### src/rtl/alu_seq.sv
// alu_seq: handshaked sequential ALU with a stored {C,Z,N,V} flag register.
//
// One operation is accepted per valid/ready transfer. Single-cycle ops load the
// registered result one edge after the transfer. With ALU_MUL_EN defined, opcode B
// runs an unsigned shift-add multiply taking WIDTH iterations plus a load cycle.
//
// Configuration macro: ALU_MUL_EN (undefined = no multiplier, opcode B illegal).
//
// Ports:
//   i_clk         rising-edge clock
//   i_rst_n       synchronous reset, active low
//   i_in_valid    operation request valid
//   o_in_ready    block can accept an operation
//   i_opcode      operation select
//   i_in_a        operand A
//   i_in_b        operand B (shift amount in i_in_b[SHW-1:0])
//   o_out_valid   result valid
//   i_out_ready   consumer accepts result
//   o_result      result (MUL: low half)
//   o_result_hi   MUL high half, 0 for all other ops
//   o_flags       {C,Z,N,V}
//   o_err         illegal opcode for the held result
module alu_seq #(
    parameter int unsigned WIDTH = 16,
    parameter int unsigned SHW   = 4
) (
    input  logic             i_clk,
    input  logic             i_rst_n,
    input  logic             i_in_valid,
    output logic             o_in_ready,
    input  logic [3:0]       i_opcode,
    input  logic [WIDTH-1:0] i_in_a,
    input  logic [WIDTH-1:0] i_in_b,
    output logic             o_out_valid,
    input  logic             i_out_ready,
    output logic [WIDTH-1:0] o_result,
    output logic [WIDTH-1:0] o_result_hi,
    output logic [3:0]       o_flags,
    output logic             o_err
);

    localparam logic [3:0] OP_ADD = 4'h0;
    localparam logic [3:0] OP_ADC = 4'h1;
    localparam logic [3:0] OP_SUB = 4'h2;
    localparam logic [3:0] OP_SBC = 4'h3;
    localparam logic [3:0] OP_AND = 4'h4;
    localparam logic [3:0] OP_OR  = 4'h5;
    localparam logic [3:0] OP_XOR = 4'h6;
    localparam logic [3:0] OP_NOT = 4'h7;
    localparam logic [3:0] OP_SHL = 4'h8;
    localparam logic [3:0] OP_SHR = 4'h9;
    localparam logic [3:0] OP_SAR = 4'hA;

`ifdef ALU_MUL_EN
    localparam logic [3:0]   OP_MUL   = 4'hB;
    localparam logic [SHW:0] CNT_LAST = (SHW + 1)'(WIDTH);

    typedef enum logic [1:0] {StIdle = 2'd0, StBusy = 2'd1, StDone = 2'd2} state_e;
`else
    typedef enum logic [1:0] {StIdle = 2'd0, StDone = 2'd2} state_e;
`endif

    state_e           r_state, w_state_nxt;
    logic [WIDTH-1:0] r_result, w_result_nxt;
    logic [3:0]       r_flags, w_flags_nxt;
    logic             r_err, w_err_nxt;

`ifdef ALU_MUL_EN
    logic [WIDTH-1:0]   r_result_hi, w_result_hi_nxt;
    logic [2*WIDTH-1:0] r_mcand, w_mcand_nxt;
    logic [WIDTH-1:0]   r_mplier, w_mplier_nxt;
    logic [2*WIDTH-1:0] r_acc, w_acc_nxt;
    logic [SHW:0]       r_cnt, w_cnt_nxt;
`endif

    logic             w_xfer;
    logic             w_c_in;
    logic             w_cin_add;
    logic             w_cin_sub;
    logic [SHW-1:0]   w_sh_amt;
    logic [WIDTH:0]   w_add;
    logic [WIDTH:0]   w_sub;
    logic [WIDTH:0]   w_shl;
    logic [WIDTH:0]   w_shr;
    logic [WIDTH:0]   w_sar;
    logic [WIDTH-1:0] w_alu_res;
    logic             w_alu_c;
    logic             w_alu_v;
    logic             w_alu_err;
    logic [3:0]       w_alu_flags;

    assign o_in_ready  = (r_state == StIdle) | ((r_state == StDone) & i_out_ready);
    assign o_out_valid = (r_state == StDone);
    assign w_xfer      = i_in_valid & o_in_ready;
    assign o_result    = r_result;
    assign o_flags     = r_flags;
    assign o_err       = r_err;
`ifdef ALU_MUL_EN
    assign o_result_hi = r_result_hi;
`else
    assign o_result_hi = '0;
`endif

    // Single-cycle datapath, all at WIDTH+1 bits so bit WIDTH is the carry.
    // Subtraction is a + ~b + cin, so carry out of 1 means "no borrow".
    assign w_c_in    = r_flags[3];
    assign w_cin_add = (i_opcode == OP_ADC) & w_c_in;
    assign w_cin_sub = (i_opcode == OP_SBC) ? w_c_in : 1'b1;
    assign w_sh_amt  = i_in_b[SHW-1:0];

    assign w_add = {1'b0, i_in_a} + {1'b0, i_in_b} + {{WIDTH{1'b0}}, w_cin_add};
    assign w_sub = {1'b0, i_in_a} + {1'b0, ~i_in_b} + {{WIDTH{1'b0}}, w_cin_sub};
    // Extra bit beside the operand catches the last bit shifted out.
    assign w_shl = {1'b0, i_in_a} << w_sh_amt;
    assign w_shr = {i_in_a, 1'b0} >> w_sh_amt;
    assign w_sar = $unsigned($signed({i_in_a, 1'b0}) >>> w_sh_amt);

    always_comb begin
        w_alu_res = '0;
        w_alu_c   = w_c_in;
        w_alu_v   = 1'b0;
        w_alu_err = 1'b0;
        case (i_opcode)
            OP_ADD, OP_ADC: begin
                w_alu_res = w_add[WIDTH-1:0];
                w_alu_c   = w_add[WIDTH];
                w_alu_v   = (i_in_a[WIDTH-1] == i_in_b[WIDTH-1]) &
                            (w_add[WIDTH-1] != i_in_a[WIDTH-1]);
            end
            OP_SUB, OP_SBC: begin
                w_alu_res = w_sub[WIDTH-1:0];
                w_alu_c   = w_sub[WIDTH];
                w_alu_v   = (i_in_a[WIDTH-1] != i_in_b[WIDTH-1]) &
                            (w_sub[WIDTH-1] != i_in_a[WIDTH-1]);
            end
            OP_AND: w_alu_res = i_in_a & i_in_b;
            OP_OR:  w_alu_res = i_in_a | i_in_b;
            OP_XOR: w_alu_res = i_in_a ^ i_in_b;
            OP_NOT: w_alu_res = ~i_in_a;
            OP_SHL: begin
                w_alu_res = w_shl[WIDTH-1:0];
                if (w_sh_amt != '0) w_alu_c = w_shl[WIDTH];
            end
            OP_SHR: begin
                w_alu_res = w_shr[WIDTH:1];
                if (w_sh_amt != '0) w_alu_c = w_shr[0];
            end
            OP_SAR: begin
                w_alu_res = w_sar[WIDTH:1];
                if (w_sh_amt != '0) w_alu_c = w_sar[0];
            end
            default: w_alu_err = 1'b1;
        endcase
    end

    // Illegal opcodes leave the flag register untouched.
    assign w_alu_flags = w_alu_err ? r_flags
                                   : {w_alu_c, (w_alu_res == '0), w_alu_res[WIDTH-1], w_alu_v};

    always_comb begin
        w_state_nxt  = r_state;
        w_result_nxt = r_result;
        w_flags_nxt  = r_flags;
        w_err_nxt    = r_err;
`ifdef ALU_MUL_EN
        w_result_hi_nxt = r_result_hi;
        w_mcand_nxt     = r_mcand;
        w_mplier_nxt    = r_mplier;
        w_acc_nxt       = r_acc;
        w_cnt_nxt       = r_cnt;
`endif

        case (r_state)
            StDone: begin
                if (i_out_ready) w_state_nxt = StIdle;
            end
`ifdef ALU_MUL_EN
            StBusy: begin
                if (r_cnt == CNT_LAST) begin
                    // All WIDTH partial products accumulated; load the result.
                    w_state_nxt     = StDone;
                    w_result_nxt    = r_acc[WIDTH-1:0];
                    w_result_hi_nxt = r_acc[2*WIDTH-1:WIDTH];
                    w_err_nxt       = 1'b0;
                    w_flags_nxt     = {(r_acc[2*WIDTH-1:WIDTH] != '0),
                                       (r_acc[WIDTH-1:0] == '0),
                                       r_acc[WIDTH-1],
                                       (r_acc[2*WIDTH-1:WIDTH] != '0)};
                end else begin
                    if (r_mplier[0]) w_acc_nxt = r_acc + r_mcand;
                    w_mcand_nxt  = r_mcand << 1;
                    w_mplier_nxt = r_mplier >> 1;
                    w_cnt_nxt    = r_cnt + 1'b1;
                end
            end
`endif
            default: ;
        endcase

        if (w_xfer) begin
`ifdef ALU_MUL_EN
            if (i_opcode == OP_MUL) begin
                w_state_nxt  = StBusy;
                w_mcand_nxt  = {{WIDTH{1'b0}}, i_in_a};
                w_mplier_nxt = i_in_b;
                w_acc_nxt    = '0;
                w_cnt_nxt    = '0;
            end else
`endif
            begin
                w_state_nxt  = StDone;
                w_result_nxt = w_alu_res;
                w_flags_nxt  = w_alu_flags;
                w_err_nxt    = w_alu_err;
`ifdef ALU_MUL_EN
                w_result_hi_nxt = '0;
`endif
            end
        end
    end

    always_ff @(posedge i_clk) begin
        if (!i_rst_n) begin
            r_state  <= StIdle;
            r_result <= '0;
            r_flags  <= '0;
            r_err    <= 1'b0;
`ifdef ALU_MUL_EN
            r_result_hi <= '0;
            r_mcand     <= '0;
            r_mplier    <= '0;
            r_acc       <= '0;
            r_cnt       <= '0;
`endif
        end else begin
            r_state  <= w_state_nxt;
            r_result <= w_result_nxt;
            r_flags  <= w_flags_nxt;
            r_err    <= w_err_nxt;
`ifdef ALU_MUL_EN
            r_result_hi <= w_result_hi_nxt;
            r_mcand     <= w_mcand_nxt;
            r_mplier    <= w_mplier_nxt;
            r_acc       <= w_acc_nxt;
            r_cnt       <= w_cnt_nxt;
`endif
        end
    end

endmodule

### config.mk
export PLATFORM = sky130hd
export DESIGN_NAME = alu_seq
export DESIGN_NICKNAME = d
export VERILOG_FILES = /design/src/rtl/alu_seq.sv
export SDC_FILE = /design/constraint.sdc
export NUM_CORES = 1
export LEC_CHECK = 0
export ABC_AREA = 1
export CORE_UTILIZATION = 33
export CTS_BUF_LIST = sky130_fd_sc_hd__clkbuf_16
export CTS_CLUSTER_DIAMETER = 30
export DETAILED_ROUTE_END_ITERATION = 8
export PLACE_DENSITY = 0.53
export SYNTH_ARGS = -nofsm -noshare
export SYNTH_HDL_FRONTEND = slang
export SYNTH_SLANG_ARGS = --single-unit
### constraint.sdc
create_clock -name i_clk -period 2.4 [get_ports i_clk]
set_input_delay 0.24 -clock i_clk [delete_from_list [all_inputs] [get_ports i_clk]]
set_output_delay 0.24 -clock i_clk [all_outputs]
set_load 0.01 [all_outputs]
==> results by group, run 1 <==
Run status
  – Status: finished, violations left
  – Failing checks: negative setup slack

Place
  – Placer Congestion: 1.00
  – Port Buffer Count: 62
  – Hpwl dp: slightly above 20000 um

Floorplan
  – Total core area: about 16000 um2
  – DIE WIDTH: approximately 130 um
  – Die Ht: 131 um
  – Cell Rows: 46
  – Die ar.: around 17000 um2
  – IO Pins: 79
  – Starting Density: roughly 34%

Hold path
  – Worst hold start: o_flags[0]$_SDFFE_PN0P_
  – Hold/Removal Path Class: reg -> reg
  – Hold depth: 2
  – Hold worst-path end: o_flags[0]$_SDFFE_PN0P_

Clock tree
  – Clock buffer depth: 2
  – CTS Root Cell: clkbuf_16
  – Clk sink count: 22
  – Clock latency on the worst-skew pair: 0.25 ns
  – H-tree depth: 1
  – Clock slew at reported path FFs: approximately 0.06 ns
  – CTS Buf Count: 3
  – CTS tree: done

Synthesis
  – Largest cells by area after synthesis: nand2_1, nand3_1, ha_1
  – Complex-gate fraction of the synthesized area: 14.4%
  – Simple-gate area share of the yosys netlist: between 40% and 50%
  – Synth Cell Area: between 5000 and 6000 um2
  – Main synth FF type: dfxtp_1
  – Cells after synthesis: around 1000
  – Top cell type by total area after synthesis: nand2_1
  – Mux cell area share after synthesis: 0%
  – Yosys reg bits: 22
  – Seq/Total Area, Yosys: under 10%
  – Mean Syn Cell Area: ~5.4 um2
  – Synth Area in XOR/XNOR: 0.319%
  – Yosys warning count: 0
  – Largest family of logic cells by synthesized area: simple AND/OR/NAND/NOR gates
  – Post-Synth Adder-Cell Area: between 10 and 15%
  – Post-synth top cells: nand2_1, nand3_1, inv_1
  – Most common cell in the netlist: nand2_1
  – Number of synthesized flops with an enable pin: 0
  – Yosys cell types: 48
  – Ys async rst share: 0%
  – Area share of the largest cell type after synthesis: between 20% and 30%

Worst setup path
  – CP arrival: between 2 and 3 ns
  – RR Startpoint: o_flags[3]$_SDFFE_PN0P_
  – Worst reg2reg path endpoint: o_flags[2]$_SDFFE_PN0P_
  – Req. time, crit path: approximately 2.6 ns
  – Critical Path Sink Type: register
  – CP startpoint: o_flags[3]$_SDFFE_PN0P_
  – Kind of critical path: reg -> reg
  – Worst Reg-to-Reg Cells: 17
  – Startpoint types: register
  – Worst reg2reg setup slack: -0.12 ns
  – Crit path max fanout: 4

Power and ir drop
  – Leak: approximately 0.0043 uW
  – Sequential Power Share: between 10% and 20%
  – Logic pwr share: 68.7%
  – Switching power: 1080 uW
  – Total Power: 2420 uW
  – Power Dens Cells: 296 nW/um2
  – Peak supply drop: 274 uV
  – Internal power: 1340 uW
  – Clock share of power: approximately 14%
  – Switching fraction of total power: between 40% and 50%

Timing
  – Final setup violation count: 5
  – Final Skew: roughly 0.00075 ns
  – Fmax: 0.398 GHz
  – Tmin final: ~2.5 ns
  – RSZ-0062 raised after global routing: yes
  – Final WS setup: -0.115 ns
  – Relative slew slack: approximately 54%
  – Final Max Tran Viols: 0
  – Final setup TNS: -0.263 ns
  – Worst Tran Pin Value: ~0.7 ns
  – Final hold violation count: 0
  – Fin crit share: 105%

Drt
  – Via density: slightly above 5
  – Vias: 7463
  – Initial DRC Count: roughly 570
  – Antenna viol nets, final: 0
  – DR DRC count: 0
  – WL final: 24400 um
  – Router iterations before antenna repair: 5
  – DR WL/cell: approximately 17 um

Finish
  – Nets@finish: between 1000 and 1500
  – N_diodes: 0
  – Fin util: between 50 and 60%
  – Fraction of layout cells with a size suffix above 1: a little over a quarter
  – Layout area overhead: 48.9%
  – Fillers: roughly 1800

Global routing
  – Global-route wire length before repair: about 37000 um
  – Total gr overflow: 0
  – Vias in the first global route: around 7000
  – Largest net degree at the start of global routing: 37
  – GRT Util Overall: between 20% and 30%
  – Initial antenna violation count: 0

Job
  – Max Cap Violations: 0
==> metrics by stage <==
stage / instance area [um2] / std cells / setup WS (ns) / hold WS (ns)
detailed placement: 7740 / 1466 / -0.722 / 0.453
global route: 8190 / 1471 / -0.237 / 0.467
floorplan: 5610 / 1038 / 0.00201 / 0.474
finish: 8190 / 1471 / -0.115 / 0.455
global placement: 7740 / 1466 / -0.706 / 0.444
CTS: 7930 / 1469 / -0.0681 / 0.462
==> sequential cells by signal, summed over array words and instances (netlist names) <==
| name | count |
|---|---|
| o_err | 1 |
| o_flags | 4 |
| o_result | 16 |
| r_state | 1 |
==> metal layers <==
metal	vias up	wire, um	GRT usage, %
met5	-	0	0
met4	0	568	6.76
met3	34	1590	3.29
met2	245	11200	47.4
met1	3443	11000	39.9
li1	3741	-	-
==> area by class of cell <==
type / instances / area (um2) / area share [%]
multi-input cells: 836 / 4660 / 56.9
repair buffers: 275 / 2280 / 27.8
well taps: 216 / 270 / 3.30
flip-flops and latches: 22 / 444 / 5.43
inverters: 119 / 462 / 5.64
clock buffers: 3 / 75.1 / 0.917
==> critical path: stages (launching register included) <==
cell	delay, ns
dfxtp_4	0.39
nor2_4	0.05
nand2_4	0.06
fa_2	0.22
inv_2	0.05
fa_2	0.43
nand3b_1	0.25
nand3_4	0.16
nand2_1	0.08
nand2_1	0.06
nand2_1	0.07
nand3_2	0.08
nand3_1	0.08
nor2_2	0.16
nand3_2	0.09
nor2_2	0.10
nand3_1	0.07
nand2_1	0.05
==> cell usage in the layout, fill, tap and decap left out, types with 16 or more instances in the layout <==
cell type        synthesis  final
ha_1                    48     37
nor2_2                  11     23
nand2_1                319    304
nand3_1                147    135
a21oi_1                 44     35
o21ai_0                 49     39
inv_1                  113    104
conb_1                   1     16
nand2_2                  5     18
buf_4                   23    205
dfxtp_1                 22     21
nor2_1                 107     88
clkdlybuf4s50_1          0     49
==> power groups by stage <==
stage / Sequential [uW] / Combinational (uW) / Clock, uW
after CTS: 411 / 1560 / 352
after global routing: 413 / 1820 / 370
final: 411 / 1660 / 347
after floorplan: 429 / 793 / 0
after detailed placement: 419 / 1530 / 0
after global placement: 418 / 1520 / 0
==> worst max-delay path by stage <==
stage                                    endpoint  slack, ns
after floorplan           o_flags[2]$_SDFFE_PN0P_      0.002
after global placement    o_flags[2]$_SDFFE_PN0P_      -0.71
after detailed placement  o_flags[2]$_SDFFE_PN0P_      -0.72
after CTS                 o_flags[2]$_SDFFE_PN0P_      -0.07
after global routing      o_flags[2]$_SDFFE_PN0P_      -0.24
final                     o_flags[2]$_SDFFE_PN0P_      -0.12
==> cells by family (layout without fill, tap and decap cells) <==
kind of cell / after synthesis / count (layout)
DFF: 22 / 22
xor gates and xnor gates: 2 / 2
buffers and inverters: 180 / 397
other: 1 / 16
adders and majority gates: 52 / 52
and+or+nand+nor: 628 / 628
AOI/OAI and AO/OA: 138 / 138
==> what timing repair did <==
| item | CTS | global route |
|---|---|---|
| gates resized for setup | 53 | 68 |
| buffers inserted | 1 | 2 |
| pin swaps | 23 | 26 |
| hold buffers | 0 | 0 |
| endpoints found under the setup margin | 19 | 17 |
No activity file was read; power rests on OpenSTA's default activity.
==> run 2, diff against run 1 <==
--- a/config.mk
+++ b/config.mk
@@ -10,7 +10,9 @@
 export CTS_BUF_LIST = sky130_fd_sc_hd__clkbuf_16
 export CTS_CLUSTER_DIAMETER = 30
 export DETAILED_ROUTE_END_ITERATION = 8
+export HOLD_SLACK_MARGIN = 0.1
 export PLACE_DENSITY = 0.53
+export SLEW_MARGIN = 20
 export SYNTH_ARGS = -nofsm -noshare
 export SYNTH_HDL_FRONTEND = slang
 export SYNTH_SLANG_ARGS = --single-unit
==> constraint.sdc (replaced) <==
create_clock -name i_clk -period 2.07 [get_ports i_clk]
set_input_delay 0.207 -clock i_clk [delete_from_list [all_inputs] [get_ports i_clk]]
set_output_delay 0.207 -clock i_clk [all_outputs]
set_load 0.01 [all_outputs]
==> results by group, run 2 (synthesis results as in run 1) <==
Timing
  – Final hold violation count: 0
  – Relative slew slack: 63.9%
  – Final Max Tran Viols: 0
  – Final Skew: about 0.0027 ns
  – Final WS setup: -0.429 ns
  – RSZ-0062 raised after global routing: yes
  – Final setup violation count: 18
  – Fin crit share: 121%
  – Fmax: 0.400 GHz
  – Tmin final: about 2.5 ns
  – Worst Tran Pin Value: 0.540 ns

Floorplan
  – IO Pins: 79
  – Die Ht: 131 um
  – Die ar.: 17200 um2
  – Total core area: between 15000 and 20000 um2
  – Cell Rows: 46
  – Starting Density: between 30% and 40%
  – DIE WIDTH: 131 um

Power and ir drop
  – Internal power: 1650 uW
  – Clock share of power: 13.4%
  – Leak: 0.00449 uW
  – Switching fraction of total power: 44.5%
  – Total Power: 2960 uW
  – Power Dens Cells: around 340 nW/um2
  – Peak supply drop: approximately 300 uV
  – Sequential Power Share: 16.0%
  – Switching power: roughly 1300 uW
  – Logic pwr share: between 70% and 80%

Finish
  – Fin util: between 50% and 60%
  – Largest register FFs: 16
  – Most frequent cells in the layout: nand2_1, buf_4, nand3_1
  – Fraction of layout cells with a size suffix above 1: 31.9%
  – Most common cell after layout, fill and taps aside: nand2_1
  – Layout area overhead: 56.7%
  – Nets@finish: 1380
  – N_diodes: 0

Clock tree
  – Clk sink count: 22
  – Clock latency on the worst-skew pair: around 0.25 ns
  – Clock slew at reported path FFs: approximately 0.060 ns
  – CTS Root Cell: clkbuf_16
  – H-tree depth: 1
  – Post-CTS Hold Fix Bufs: 0
  – CTS Buf Count: 3
  – Clock buffer depth: 2
  – CTS tree: done

Worst setup path
  – Crit path buf inv count: 2
  – Req. time, crit path: about 2.3 ns
  – Startpoint types: register
  – Crit path max fanout: 4
  – Slowest CP cell: fa_2
  – CP arrival: 2.70 ns
  – Family with the most delay on the worst path: simple AND/OR/NAND/NOR gates
  – Kind of critical path: reg -> reg
  – Critical Path Sink Type: register
  – Crit path cell chain: nor2_4 -> nand2_4 -> fa_2 -> inv_2 -> fa_2 -> buf_6 -> o21ai_4 -> nand2_1 -> nand2_1 -> a21oi_2 -> nor2_2 -> nand2_1 -> nor2_2 -> nand2_2 -> nor2_2 -> nand3_2 -> nor2_2 -> nand3_1 -> nand2_1
  – Slowest Stage Delay on Critical Path: 0.39 ns

Drt
  – Via density: roughly 5.1
  – DR WL/cell: ~17 um
  – Vias: 7667
  – Router iterations before antenna repair: 5
  – WL final: about 25000 um
  – Antenna viol nets, final: 0
  – Initial DRC Count: between 600 and 700
  – DR DRC count: 0

Global routing
  – Total gr overflow: 0
  – Met2 usage: 48.9%
  – Largest net degree at the start of global routing: 37
  – Met1 Resource Use GR: between 40% and 50%
  – Vias in the first global route: roughly 7200
  – Initial antenna violation count: 0
  – GRT met3 Usage: ~3.2%
  – Gr busiest metal: met2
  – Global-route wire length before repair: 38300 um
  – GRT Util Overall: between 20% and 30%

Run status
  – Status: finished, violations left
  – Failing checks: negative setup slack

Job
  – Max Cap Violations: 0

Place
  – Port Buffer Count: 62
  – Placer Congestion: roughly 0.96
  – Hpwl dp: roughly 21000 um

Hold path
  – Hold/Removal Path Class: reg -> reg
run 2: area by class of cell:
cell class              count  area, um2
multi-input cells         836       4830
fillers                  1721       7440
clock buffers               3       75.1
well taps                 216        270
flip-flops and latches     22        444
inverters                 119        487
repair buffers            306       2510
run 2: power groups by stage:
stage / combinational, uW / sequential [uW] / clock, uW
3_5_place_dp: 1840 / 485 / 0
3_3_place_gp: 1840 / 484 / 0
4_1_cts: 1970 / 476 / 409
6_report: 2090 / 475 / 398
2_1_floorplan: 946 / 497 / 0
5_1_grt: 2270 / 479 / 429
run 2: per-stage QoR:
| step | instance area, um2 | setup slack [ns] | std cells | TNS, ns | hold slack, ns |
|---|---|---|---|---|---|
| after global placement | 7930 | -1.02 | 1487 | -15.83 | 0.446 |
| after global routing | 8620 | -0.621 | 1502 | -6.98 | 0.487 |
| after floorplan | 5720 | -0.286 | 1038 | -1.54 | 0.469 |
| final | 8620 | -0.429 | 1502 | -4.55 | 0.456 |
| after CTS | 8400 | -0.412 | 1497 | -4.87 | 0.461 |
| after detailed placement | 7930 | -1.06 | 1487 | -16.64 | 0.452 |
run 2: worst register-to-register path, cell delays in order (launching register included):
cell	delay [ns]
dfxtp_4	0.38
nor2_4	0.05
nand2_4	0.05
fa_2	0.23
inv_2	0.05
fa_2	0.39
buf_6	0.14
o21ai_4	0.18
nand2_1	0.07
nand2_1	0.08
a21oi_2	0.06
nor2_2	0.13
nand2_1	0.08
nor2_2	0.12
nand2_2	0.06
nor2_2	0.09
nand3_2	0.07
nor2_2	0.11
nand3_1	0.07
nand2_1	0.06
run 2: worst paths after layout:
kind / start / to / slack, ns / cells past startpoint
max: o_flags[3]$_SDFFE_PN0P_ / o_flags[2]$_SDFFE_PN0P_ / -0.43 / 19
min: o_flags[0]$_SDFFE_PN0P_ / o_flags[0]$_SDFFE_PN0P_ / 0.46 / 2
max reg2reg: o_flags[3]$_SDFFE_PN0P_ / o_flags[2]$_SDFFE_PN0P_ / -0.43 / 19
min reg2reg: o_flags[0]$_SDFFE_PN0P_ / o_flags[0]$_SDFFE_PN0P_ / 0.46 / 2
run 2: what timing repair did:
item,CTS,global route
buffers inserted,8,10
resized for setup,109,61
setup endpoints to repair,20,19
pin swaps,45,50
run 2: layer usage:
layer  vias to the layer above  wire (um)
met4                         0        745
met1                      3572      11400
met3                        47       1550
li1                       3803          -
met5                         -          0
met2                       245      11400
